$ cat src/rtl/flash_pack_pkg.sv
// flash_pack_pkg
//   Shared types and constants for the flash word packer:
//   - fp_state_e      : packer state (RUN, FLUSH)
//   - FP_MAX_WORD_BYTES : widest supported output word in bytes
//   - FP_CNT_W        : width of the accumulator fill counter
//   - FP_CSUM_W       : width of the running checksum
//   - fp_keep_mask()  : byte-enable mask with the low n bits set
package flash_pack_pkg;

  typedef enum logic [0:0] {
    FP_RUN   = 1'b0,
    FP_FLUSH = 1'b1
  } fp_state_e;

  localparam int FP_MAX_WORD_BYTES = 4;
  // Fill count must reach WORD_BYTES itself (a full, blocked accumulator).
  localparam int FP_CNT_W          = $clog2(FP_MAX_WORD_BYTES + 1);
  localparam int FP_CSUM_W         = 32;

  // Keep mask for a word holding n valid bytes in arrival order.
  function automatic logic [FP_MAX_WORD_BYTES-1:0] fp_keep_mask(input logic [FP_CNT_W-1:0] n);
    logic [FP_MAX_WORD_BYTES-1:0] m;
    m = '0;
    for (int i = 0; i < FP_MAX_WORD_BYTES; i++) begin
      if (FP_CNT_W'(i) < n) begin
        m[i] = 1'b1;
      end else begin
        m[i] = 1'b0;
      end
    end
    return m;
  endfunction

endpackage

$ cat src/rtl/flash_pack_csum.sv
// flash_pack_csum
//   Additive 32-bit checksum of captured bytes, wrapping modulo 2^32.
//   Ports:
//     system_clk, system_reset_n : clock, async active-low reset
//     clr_i  : start a new sum; combined with en_i the sum restarts at byte_i
//     en_i   : add byte_i this cycle
//     byte_i : captured byte
//     sum_o  : registered running sum
module flash_pack_csum
  import flash_pack_pkg::*;
(
  input  logic                 system_clk,
  input  logic                 system_reset_n,
  input  logic                 clr_i,
  input  logic                 en_i,
  input  logic [7:0]           byte_i,
  output logic [FP_CSUM_W-1:0] sum_o
);

  logic [FP_CSUM_W-1:0] sum_q;
  logic [FP_CSUM_W-1:0] sum_d;
  logic [FP_CSUM_W-1:0] base_s;

  // Next sum: optionally restart from zero, then add the new byte.
  always_comb begin
    if (clr_i) begin
      base_s = '0;
    end else begin
      base_s = sum_q;
    end
    if (en_i) begin
      sum_d = base_s + {{(FP_CSUM_W-8){1'b0}}, byte_i};
    end else begin
      sum_d = base_s;
    end
  end

  // Sum register.
  always_ff @(posedge system_clk or negedge system_reset_n) begin
    if (!system_reset_n) begin
      sum_q <= '0;
    end else begin
      sum_q <= sum_d;
    end
  end

  assign sum_o = sum_q;

endmodule

$ cat src/rtl/flash_word_packer.sv
// flash_word_packer
//   Pops bytes from the spi_flash_read byte FIFO, packs them into
//   WORD_BYTES-wide words and presents them on a valid/ready stream with
//   byte keep and last markers. A read_finish pulse produces a final
//   partial word (or a zero-keep terminator when word aligned) once every
//   byte already in the FIFO has been packed.
//
//   Parameters:
//     WORD_BYTES : 2 or 4 bytes per output word
//     MSB_FIRST  : 0 = first byte in bits [7:0], 1 = first byte in top byte
//   Ports:
//     system_clk, system_reset_n : clock, async active-low reset
//     fifo_empty, fifo_data      : FIFO read side (data valid cycle after pop)
//     fifo_read_req              : FIFO pop strobe (combinational)
//     read_finish                : end-of-transfer pulse from the reader
//     word_data/keep/last/valid  : output word stream, word_ready accepts
//     byte_count                 : bytes captured in the current transfer
//     checksum                   : running byte sum
//
//   Build option: define FLASH_PACK_CSUM_EN to include the checksum
//   accumulator; without it the checksum port reads 32'h0.
module flash_word_packer
  import flash_pack_pkg::*;
#(
  parameter int WORD_BYTES = 4,
  parameter bit MSB_FIRST  = 1'b0
) (
  input  logic                    system_clk,
  input  logic                    system_reset_n,
  input  logic                    fifo_empty,
  input  logic [7:0]              fifo_data,
  output logic                    fifo_read_req,
  input  logic                    read_finish,
  output logic [8*WORD_BYTES-1:0] word_data,
  output logic [WORD_BYTES-1:0]   word_keep,
  output logic                    word_last,
  output logic                    word_valid,
  input  logic                    word_ready,
  output logic [31:0]             byte_count,
  output logic [31:0]             checksum
);

  localparam logic [FP_CNT_W-1:0] WB_C = FP_CNT_W'(WORD_BYTES);

  fp_state_e                       state_q, state_d;
  logic [WORD_BYTES-1:0][7:0]      acc_q, acc_d;
  logic [FP_CNT_W-1:0]             acc_cnt_q, acc_cnt_d;
  logic                            inflight_q;
  logic                            finish_pend_q, finish_pend_d;
  // Set by a completed flush: the next capture starts a new transfer.
  logic                            restart_q, restart_d;
  logic [8*WORD_BYTES-1:0]         word_data_q, word_data_d;
  logic [WORD_BYTES-1:0]           word_keep_q, word_keep_d;
  logic                            word_last_q, word_last_d;
  logic                            word_valid_q, word_valid_d;
  logic [31:0]                     byte_count_q, byte_count_d;

  logic                            capture_s;
  logic                            out_free_s;
  logic                            flush_go_s;
  logic                            pop_s;
  logic                            load_s;
  logic [FP_CNT_W-1:0]             fill_cnt_s;
  logic [FP_MAX_WORD_BYTES-1:0]    flush_keep_full_s;
  logic [31:0]                     checksum_s;

  // Place the first n accumulator bytes in arrival order; unused bytes are 0.
  function automatic logic [8*WORD_BYTES-1:0] pack_word(input logic [WORD_BYTES-1:0][7:0] src,
                                                        input logic [FP_CNT_W-1:0] n);
    logic [8*WORD_BYTES-1:0] w;
    logic [7:0]              b;
    w = '0;
    for (int i = 0; i < WORD_BYTES; i++) begin
      if (FP_CNT_W'(i) < n) begin
        b = src[i];
      end else begin
        b = 8'h00;
      end
      if (MSB_FIRST) begin
        w[8*(WORD_BYTES-1-i) +: 8] = b;
      end else begin
        w[8*i +: 8] = b;
      end
    end
    return w;
  endfunction

  // Pop control and handshake qualifiers.
  always_comb begin
    capture_s  = inflight_q;
    out_free_s = !word_valid_q || word_ready;
    fill_cnt_s = acc_cnt_q + {{(FP_CNT_W-1){1'b0}}, capture_s};
    flush_go_s = (state_q == FP_RUN) && finish_pend_q && fifo_empty &&
                 !inflight_q && (acc_cnt_q < WB_C);
    // A byte in flight reserves its slot, so a full word never over-pops.
    pop_s      = !fifo_empty && (state_q == FP_RUN) && !flush_go_s &&
                 ((acc_cnt_q + {{(FP_CNT_W-1){1'b0}}, inflight_q}) < WB_C);
  end

  assign flush_keep_full_s = fp_keep_mask(acc_cnt_q);

  // Capture, word completion, flush and output register next state.
  always_comb begin
    acc_d         = acc_q;
    acc_cnt_d     = acc_cnt_q;
    state_d       = state_q;
    finish_pend_d = finish_pend_q | read_finish;
    restart_d     = restart_q;
    byte_count_d  = byte_count_q;
    word_data_d   = word_data_q;
    word_keep_d   = word_keep_q;
    word_last_d   = word_last_q;
    load_s        = 1'b0;

    if (capture_s) begin
      for (int i = 0; i < WORD_BYTES; i++) begin
        if (acc_cnt_q == FP_CNT_W'(i)) begin
          acc_d[i] = fifo_data;
        end else begin
          acc_d[i] = acc_q[i];
        end
      end
      if (restart_q) begin
        byte_count_d = 32'd1;
      end else begin
        byte_count_d = byte_count_q + 32'd1;
      end
      restart_d = 1'b0;
      acc_cnt_d = fill_cnt_s;
    end else begin
      byte_count_d = byte_count_q;
    end

    // A full accumulator (just filled, or held full by back-pressure) moves out.
    if ((fill_cnt_s == WB_C) && out_free_s) begin
      load_s      = 1'b1;
      word_data_d = pack_word(acc_d, WB_C);
      word_keep_d = '1;
      word_last_d = 1'b0;
      acc_cnt_d   = '0;
    end else if ((state_q == FP_FLUSH) && out_free_s) begin
      load_s        = 1'b1;
      word_data_d   = pack_word(acc_q, acc_cnt_q);
      word_keep_d   = flush_keep_full_s[WORD_BYTES-1:0];
      word_last_d   = 1'b1;
      acc_cnt_d     = '0;
      finish_pend_d = 1'b0;
      restart_d     = 1'b1;
      state_d       = FP_RUN;
    end else if (flush_go_s) begin
      state_d = FP_FLUSH;
    end else begin
      state_d = state_q;
    end

    if (load_s) begin
      word_valid_d = 1'b1;
    end else if (word_ready) begin
      word_valid_d = 1'b0;
    end else begin
      word_valid_d = word_valid_q;
    end
  end

  // State, accumulator and output registers.
  always_ff @(posedge system_clk or negedge system_reset_n) begin
    if (!system_reset_n) begin
      state_q       <= FP_RUN;
      acc_q         <= '0;
      acc_cnt_q     <= '0;
      inflight_q    <= 1'b0;
      finish_pend_q <= 1'b0;
      restart_q     <= 1'b0;
      byte_count_q  <= 32'h0;
      word_data_q   <= '0;
      word_keep_q   <= '0;
      word_last_q   <= 1'b0;
      word_valid_q  <= 1'b0;
    end else begin
      state_q       <= state_d;
      acc_q         <= acc_d;
      acc_cnt_q     <= acc_cnt_d;
      inflight_q    <= pop_s;
      finish_pend_q <= finish_pend_d;
      restart_q     <= restart_d;
      byte_count_q  <= byte_count_d;
      word_data_q   <= word_data_d;
      word_keep_q   <= word_keep_d;
      word_last_q   <= word_last_d;
      word_valid_q  <= word_valid_d;
    end
  end

`ifdef FLASH_PACK_CSUM_EN
  flash_pack_csum u_csum (
    .system_clk     (system_clk),
    .system_reset_n (system_reset_n),
    .clr_i          (capture_s && restart_q),
    .en_i           (capture_s),
    .byte_i         (fifo_data),
    .sum_o          (checksum_s)
  );
`else
  assign checksum_s = 32'h0;
`endif

  assign fifo_read_req = pop_s;
  assign word_data     = word_data_q;
  assign word_keep     = word_keep_q;
  assign word_last     = word_last_q;
  assign word_valid    = word_valid_q;
  assign byte_count    = byte_count_q;
  assign checksum      = checksum_s;

endmodule

$ cat config.mk
export PLATFORM = sky130hd
export DESIGN_NAME = flash_word_packer
export DESIGN_NICKNAME = d
export VERILOG_FILES = /design/src/rtl/flash_pack_pkg.sv /design/src/rtl/flash_pack_csum.sv /design/src/rtl/flash_word_packer.sv
export SDC_FILE = /design/constraint.sdc
export NUM_CORES = 1
export LEC_CHECK = 0
export ABC_AREA = 1
export ABC_CLOCK_PERIOD_IN_PS = 2610
export BUFFER_PORTS_ARGS = -buffer_cell sky130_fd_sc_hd__buf_2
export CORE_AREA = 2 2 142 102
export DETAILED_ROUTE_END_ITERATION = 16
export DIE_AREA = 0 0 144 104
export HOLD_SLACK_MARGIN = 0.03
export SYNTH_ARGS = -nofsm -noshare
export SYNTH_HDL_FRONTEND = slang
export SYNTH_SLANG_ARGS = --single-unit
export TNS_END_PERCENT = 50
$ cat constraint.sdc
create_clock -name system_clk -period 2.61 [get_ports system_clk]
set_clock_uncertainty 0.2 [all_clocks]
set_input_delay 0.261 -clock system_clk [delete_from_list [all_inputs] [get_ports system_clk]]
set_output_delay 0.261 -clock system_clk [all_outputs]
set_load 0.1 [all_outputs]
==> results.json, run 1 <==
{
  "outcome": "completed",
  "period_needed_ns": 2.34,
  "ff2ff_path_depth": 7,
  "drcViolationCount": 0,
  "ys_warn_count": 0,
  "viasPerCell": 4.98,
  "io_buffers": 83,
  "hold_path_class": "input pin to flip-flop",
  "synth_top_area_share_pct": 51.0,
  "critPathSlowestCell": "dfrtp_1",
  "hold_viol": 0,
  "synth.area.top_cells": "dfrtp_1 (51%), nand2_1 (11%), nand3_1 (7.9%), nor2_1 (5.8%), nand4_1 (4.8%)",
  "fin_crit_sh_pct": 89.8,
  "min_from": "word_ready",
  "whs_path_depth": 4,
  "layout-drive-gt1-share_pct": 15.7,
  "core-area_mm2": 0.0136,
  "area_delta_synth_final_pct": 17.3,
  "final_util_pct": 46.0,
  "synth_cells": 673,
  "cts_tree": "built",
  "grt_pass1_wl_mm": 22.5,
  "max_freq_ghz": 0.426,
  "setup_slack_ns": 0.265,
  "synth-main-ff-cell": "dfrtp_1",
  "drt_iter0_drc": 413,
  "crit_path_cell_trace": "ha_1 -> ha_1 -> xor2_1 -> buf_4 -> nor3_4 -> buf_12",
  "totalWireLength_mm": 14.1,
  "fin_area_mm2": 0.00628,
  "finalSetupViolations": 0,
  "synth_top_area_cell": "dfrtp_1",
  "synth_edf_count": 0,
  "nets": 773,
  "rows": 36,
  "start_util_pct": 39.2,
  "dp_hpwl_mm": 9.74,
  "antennaDiodeCount": 0,
  "post_drt_wl_per_cell_um": 14.8,
  "hold_ws_ns": 0.0740,
  "ys_ff_latch": 109,
  "slowest_delay_ns": 0.43,
  "postSynthAreaPerCell_um2": 7.95,
  "crit_buf_inv": 2,
  "drv_slew": 0,
  "dp_slack_ns": 0.427,
  "worst-r2r-setup-slack_ns": 0.36,
  "worst_pin_slew_ns": 0.638,
  "root_buffer": "clkbuf_16",
  "numClockSinks": 109,
  "crit_cells": 6,
  "yosys.cell_types.count": 28,
  "start_kind": "flip-flop",
  "antenna_left": 0,
  "grt_pass1_vias": 4259,
  "ioPinCount": 116,
  "gp_congestion": 0.873,
  "vias": 4738,
  "grt_max_degree": 48,
  "p_total_mw": 6.37,
  "fin_setup_tns_ns": 0,
  "clock_latency_ns": 0.35,
  "finalNonFillerCells": 952,
  "max-vdd-ir-drop_mv": 0.952,
  "cts_max_level": 3,
  "max-cap-violations": 0,
  "cts_made_buffers": 9,
  "required_ns": 2.15,
  "synth.most_common_cell": "nand2_1",
  "critPathKind": "flip-flop to output pin",
  "r2r-start": "acc_cnt_q[0]",
  "track_usage_pct": 19.1,
  "dpl.cell_count": 933,
  "dieWidth_um": 144,
  "place_area_mm2": 0.00590,
  "powerDensity_mw_per_mm2": 1010,
  "crit_arrival_ns": 1.88,
  "hold_buffers": 3,
  "crit_top_cell": "ha_1",
  "detail_route.first_pass.iterations": 5,
  "cts_resized": 0,
  "cp_max_fo": 5,
  "synth.cell_area_mm2": 0.00535,
  "die_h_um": 104,
  "dieArea_mm2": 0.0150,
  "cp-startpoint": "acc_cnt_q[0]",
  "post-cts-setup-buffers": 0,
  "synth_common_cells": "nand2_1 (157), dfrtp_1 (109), nand3_1 (85), nor2_1 (83), inv_1 (52)",
  "antenna_found_initial": 0,
  "yosysSeqAreaShare_pct": 51.0,
  "rsz0062_at_grt": "no",
  "relSlewSlack_pct": 57.4,
  "r2r-end": "word_data[13]",
  "crit_family": "flip-flops",
  "hold_path_end": "word_valid",
  "async_flop_share_pct": 100,
  "leakage_nw": 3.33,
  "grt_overflow": 0,
  "clk_path_buf_depth": 2,
  "crit_path_end_kind": "output pin",
  "path_clk_slew_ns": 0.07
}
[cells in the final DEF, fill, tap and decap left out, types with 2 or more instances in the layout]
| cell | n |
|---|---|
| conb_1 | 32 |
| o21ai_1 | 2 |
| buf_2 | 81 |
| buf_12 | 2 |
| dfrtp_1 | 109 |
| inv_1 | 52 |
| clkinv_1 | 3 |
| bufinv_16 | 3 |
| buf_4 | 13 |
| nand2_1 | 157 |
| ha_1 | 3 |
| a21oi_1 | 20 |
| nand2_2 | 2 |
| nor2_2 | 3 |
| o21ai_0 | 44 |
| nor2_1 | 83 |
| dlygate4sd3_1 | 3 |
| inv_2 | 2 |
| nand3_1 | 85 |
| clkbuf_16 | 9 |
| inv_6 | 2 |
| nand4_1 | 41 |
[flip-flops by register name, summed over array words and instances, names as in the netlist, 3 cells and up]
signal / flops
acc_cnt_q: 3
acc_q: 32
word_keep: 4
byte_count: 32
word_data: 32
[worst max-delay path by stage]
| stage | endpoint | slack, ns |
|---|---|---|
| after floorplan | byte_count[22] | 0.18 |
| after global placement | word_data[11] | 0.50 |
| after detailed placement | word_data[9] | 0.43 |
| after CTS | fifo_read_req | 0.25 |
| after global routing | fifo_read_req | 0.17 |
| final | fifo_read_req | 0.27 |
[logic make-up (layout without fill, tap and decap cells)]
group / count (synthesis) / count (layout) / synth area share (%)
DFF: 109 / 109 / 51.0
buffers and inverters: 114 / 172 / 10.7
other: 1 / 32 / 0.0701
adders and majority gates: 3 / 3 / 0.701
AOI/OAI and AO/OA: 68 / 68 / 6.43
and+or+nand+nor: 377 / 377 / 30.9
xor gates and xnor gates: 1 / 1 / 0.164
[layer usage]
layer  global-route usage, %  share of wire (%)  vias up
li1                        -                  -     2314
met3                    4.28                6.2       18
met2                    26.7                 43      161
met4                    5.25                1.7        0
met5                       0                  0        -
met1                    29.5                 49     2245
[worst register-to-register path: stages, from the launching register on]
cell     delay, ns
dfrtp_1       0.43
ha_1          0.22
ha_1          0.18
xor2_1        0.20
nand4_2       0.16
inv_2         0.51
nand2_1       0.15
nand3_1       0.12
[power breakdown]
| part | switching, mW | internal [mW] | leakage [nW] |
|---|---|---|---|
| logic | 2.01 | 0.439 | 1.77 |
| clock network | 0.638 | 0.948 | 0.168 |
| registers | 0.255 | 2.08 | 1.40 |
| total | 2.90 | 3.46 | 3.33 |
[layout make-up]
cell class | count | area (µm²)
Sequential cell | 109 | 2730
Inverter | 57 | 214
Tap cell | 190 | 238
Timing Repair Buffer | 99 | 573
Fill cell | 1359 | 7370
Multi-Input combinational cell | 481 | 2180
Clock inverter | 6 | 116
Clock buffer | 10 | 229
(Power assumes the default switching activity.)
==> run 2, diff against run 1 <==
Settings changed: ABC_CLOCK_PERIOD_IN_PS 2610 to 2800, CAP_MARGIN from default to 40, SYNTH_HIERARCHICAL from default to 1.
Clock period 2.61 ns to 2.8 ns, I/O delays scaled along.
==> run 2 against run 1 <==
- combinational power down 7%
- power down 9.4%
- die area unchanged
- utilization down 0.56 points
- final area down 1.2%
- wire length down 1.2%
- first-iteration DRC count down 13%
- global-route usage up 0.094 points
- critical path type unchanged
- largest cell class unchanged
- highest routed layer unchanged
==> results.json, run 2 <==
{
  "outcome": "completed",
  "core-area_mm2": 0.0136,
  "grt_max_degree": 78,
  "drv_slew": 0,
  "start_util_pct": 39.2,
  "async_flop_share_pct": 100,
  "start_kind": "flip-flop",
  "slowest_delay_ns": 0.47,
  "rows": 36,
  "period_needed_ns": 2.54,
  "fin_area_mm2": 0.00620,
  "drcViolationCount": 0,
  "cts_resized": 0,
  "synth-main-ff-cell": "dfrtp_1",
  "synth_top_area_cell": "dfrtp_1",
  "viasPerCell": 4.96,
  "totalWireLength_mm": 13.9,
  "synth.area.top_cells": "dfrtp_1 (51%), nand2_1 (11%), nand3_1 (7.9%), nor2_1 (5.8%), nand4_1 (4.8%)",
  "synth_cells": 673,
  "crit_family": "buffers and inverters",
  "dieArea_mm2": 0.0150,
  "die_h_um": 104,
  "synth_common_cells": "nand2_1 (157), dfrtp_1 (109), nand3_1 (85), nor2_1 (83), inv_1 (52)",
  "antennaDiodeCount": 0,
  "fin_crit_sh_pct": 90.7,
  "max_freq_ghz": 0.394,
  "antenna_found_initial": 0,
  "dp_hpwl_mm": 9.84,
  "synth_top_family_by_area": "simple AND/OR/NAND/NOR gates",
  "fin_setup_tns_ns": 0,
  "hold_viol": 0,
  "required_ns": 2.32,
  "crit_arrival_ns": 2.06,
  "rsz0062_at_grt": "no",
  "hold_path_end": "word_valid",
  "post_drt_wl_per_cell_um": 14.7,
  "clock_latency_ns": 0.35,
  "cp_max_fo": 5,
  "path_clk_slew_ns": 0.08,
  "synth_xor_area_share_pct": 0.164,
  "r2r-end": "word_keep[3]",
  "dpl.cell_count": 929,
  "r2r-start": "acc_cnt_q[0]",
  "grt_overflow": 0,
  "post-cts-setup-buffers": 0,
  "finalSetupViolations": 0,
  "postSynthAreaPerCell_um2": 7.95,
  "relSlewSlack_pct": 62.1,
  "worst-r2r-setup-slack_ns": 0.53,
  "p_total_mw": 5.77,
  "crit_buf_inv": 1,
  "powerDensity_mw_per_mm2": 930,
  "clk_path_buf_depth": 2,
  "ioPinCount": 116,
  "worst_pin_slew_ns": 0.567,
  "finalNonFillerCells": 947,
  "cts_tree": "built",
  "synth-adder-area-share_pct": 0.701,
  "muxShareOfSynthArea_pct": 0,
  "final_cell_mix": "nand2_1 (157), dfrtp_1 (109), nand3_1 (85), nor2_1 (83), buf_2 (82)",
  "nets": 769,
  "yosysSeqAreaShare_pct": 51.0,
  "vias": 4699,
  "dieWidth_um": 144,
  "hold_ws_ns": 0.130,
  "drt_iter0_drc": 360,
  "layout-drive-gt1-share_pct": 15.3,
  "yosys.cell_types.count": 28,
  "synth_edf_count": 0,
  "max-vdd-ir-drop_mv": 0.617,
  "gp_congestion": 0.877,
  "detail_route.first_pass.iterations": 5,
  "synth_compound_area_share_pct": 6.43,
  "final_common_cell": "nand2_1",
  "crit_path_cell_trace": "ha_1 -> ha_1 -> xor2_1 -> nor3_2 -> buf_2",
  "cts_made_buffers": 9,
  "min_from": "word_ready",
  "leakage_nw": 3.29,
  "ff2ff_path_depth": 8,
  "cts_max_level": 3,
  "crit_top_cell": "ha_1",
  "place_area_mm2": 0.00586,
  "whs_path_depth": 4,
  "critPathSlowestCell": "buf_2",
  "root_buffer": "clkbuf_16",
  "track_usage_pct": 19.2,
  "synth.most_common_cell": "nand2_1",
  "hold_path_class": "input pin to flip-flop",
  "ys_ff_latch": 109,
  "max-cap-violations": 0,
  "critPathKind": "flip-flop to output pin",
  "synthSimpleGateAreaFrac_pct": 30.9,
  "ys_warn_count": 6,
  "grt_pass1_wl_mm": 22.6,
  "synth.cell_area_mm2": 0.00535,
  "antenna_left": 0,
  "crit_path_end_kind": "output pin",
  "grt_pass1_vias": 4355,
  "synth_top_area_share_pct": 51.0,
  "io_buffers": 83,
  "area_delta_synth_final_pct": 15.8,
  "numClockSinks": 109
}
[run 2: changes by cell type in the layout (fill, tap and decap cells not counted), sizes merged]
cell,before,now
clkbuf,10,11
clkinv,4,3
clkinvlp,0,1
buf,96,92
bufinv,3,1
[run 2: area by class of cell]
class	count	area, µm²
fillers	1361	7450
flip-flops and latches	109	2730
multi-input cells	481	2170
repair buffers	95	541
clock buffers	11	253
well taps	190	238
inverters	57	214
clock inverters	4	55.1
[run 2: cells by family after synthesis]
family | after synthesis
XOR/XNOR | 1
buffers and inverters | 114
flip-flops | 109
AND/OR/NAND/NOR | 377
AO/OA/AOI/OAI | 68
adder cells (fa/ha/maj) | 3
other | 1
[run 2: timing repair]
item,CTS,global route
hold buffers,3,0
setup endpoints to repair,0,0
endpoints found under the hold margin,34,0
[run 2: layer usage]
metal | track usage, % | part of all wire [%]
met1 | 29.2 | 51
met2 | 27.3 | 43
met3 | 4.97 | 6.2
met4 | 4.27 | 0.62
met5 | 0 | 0
[run 2: worst register-to-register path, cell delays in order, from the launching register on]
cell and delay [ns]:
dfrtp_1 0.44, ha_1 0.23, ha_1 0.19, xor2_1 0.31
nand4_2 0.19, buf_4 0.28, nand2_2 0.18, nor2_1 0.06
nor2_1 0.11
[run 2: per-stage QoR]
step	setup WS (ns)	util, %
after floorplan	0.158	-
after global placement	0.671	43.0
after detailed placement	0.585	43.0
after CTS	0.257	45.4
after global routing	0.148	45.4
final	0.262	45.4
[run 2: how the worst max path moves through the flow]
stage	start	to	slack (ns)	cells past startpoint
global placement	acc_cnt_q[0]	word_data[25]	0.67	8
CTS	acc_cnt_q[0]	fifo_read_req	0.26	5
floorplan	acc_cnt_q[0]	fifo_read_req	0.16	4
detailed placement	acc_cnt_q[0]	word_data[12]	0.59	8
finish	acc_cnt_q[0]	fifo_read_req	0.26	5
global route	acc_cnt_q[0]	fifo_read_req	0.15	5
[run 2: power breakdown]
part	internal, mW	switching [mW]
clock	0.745	0.583
sequential	1.93	0.231
combinational	0.378	1.89
total	3.06	2.71
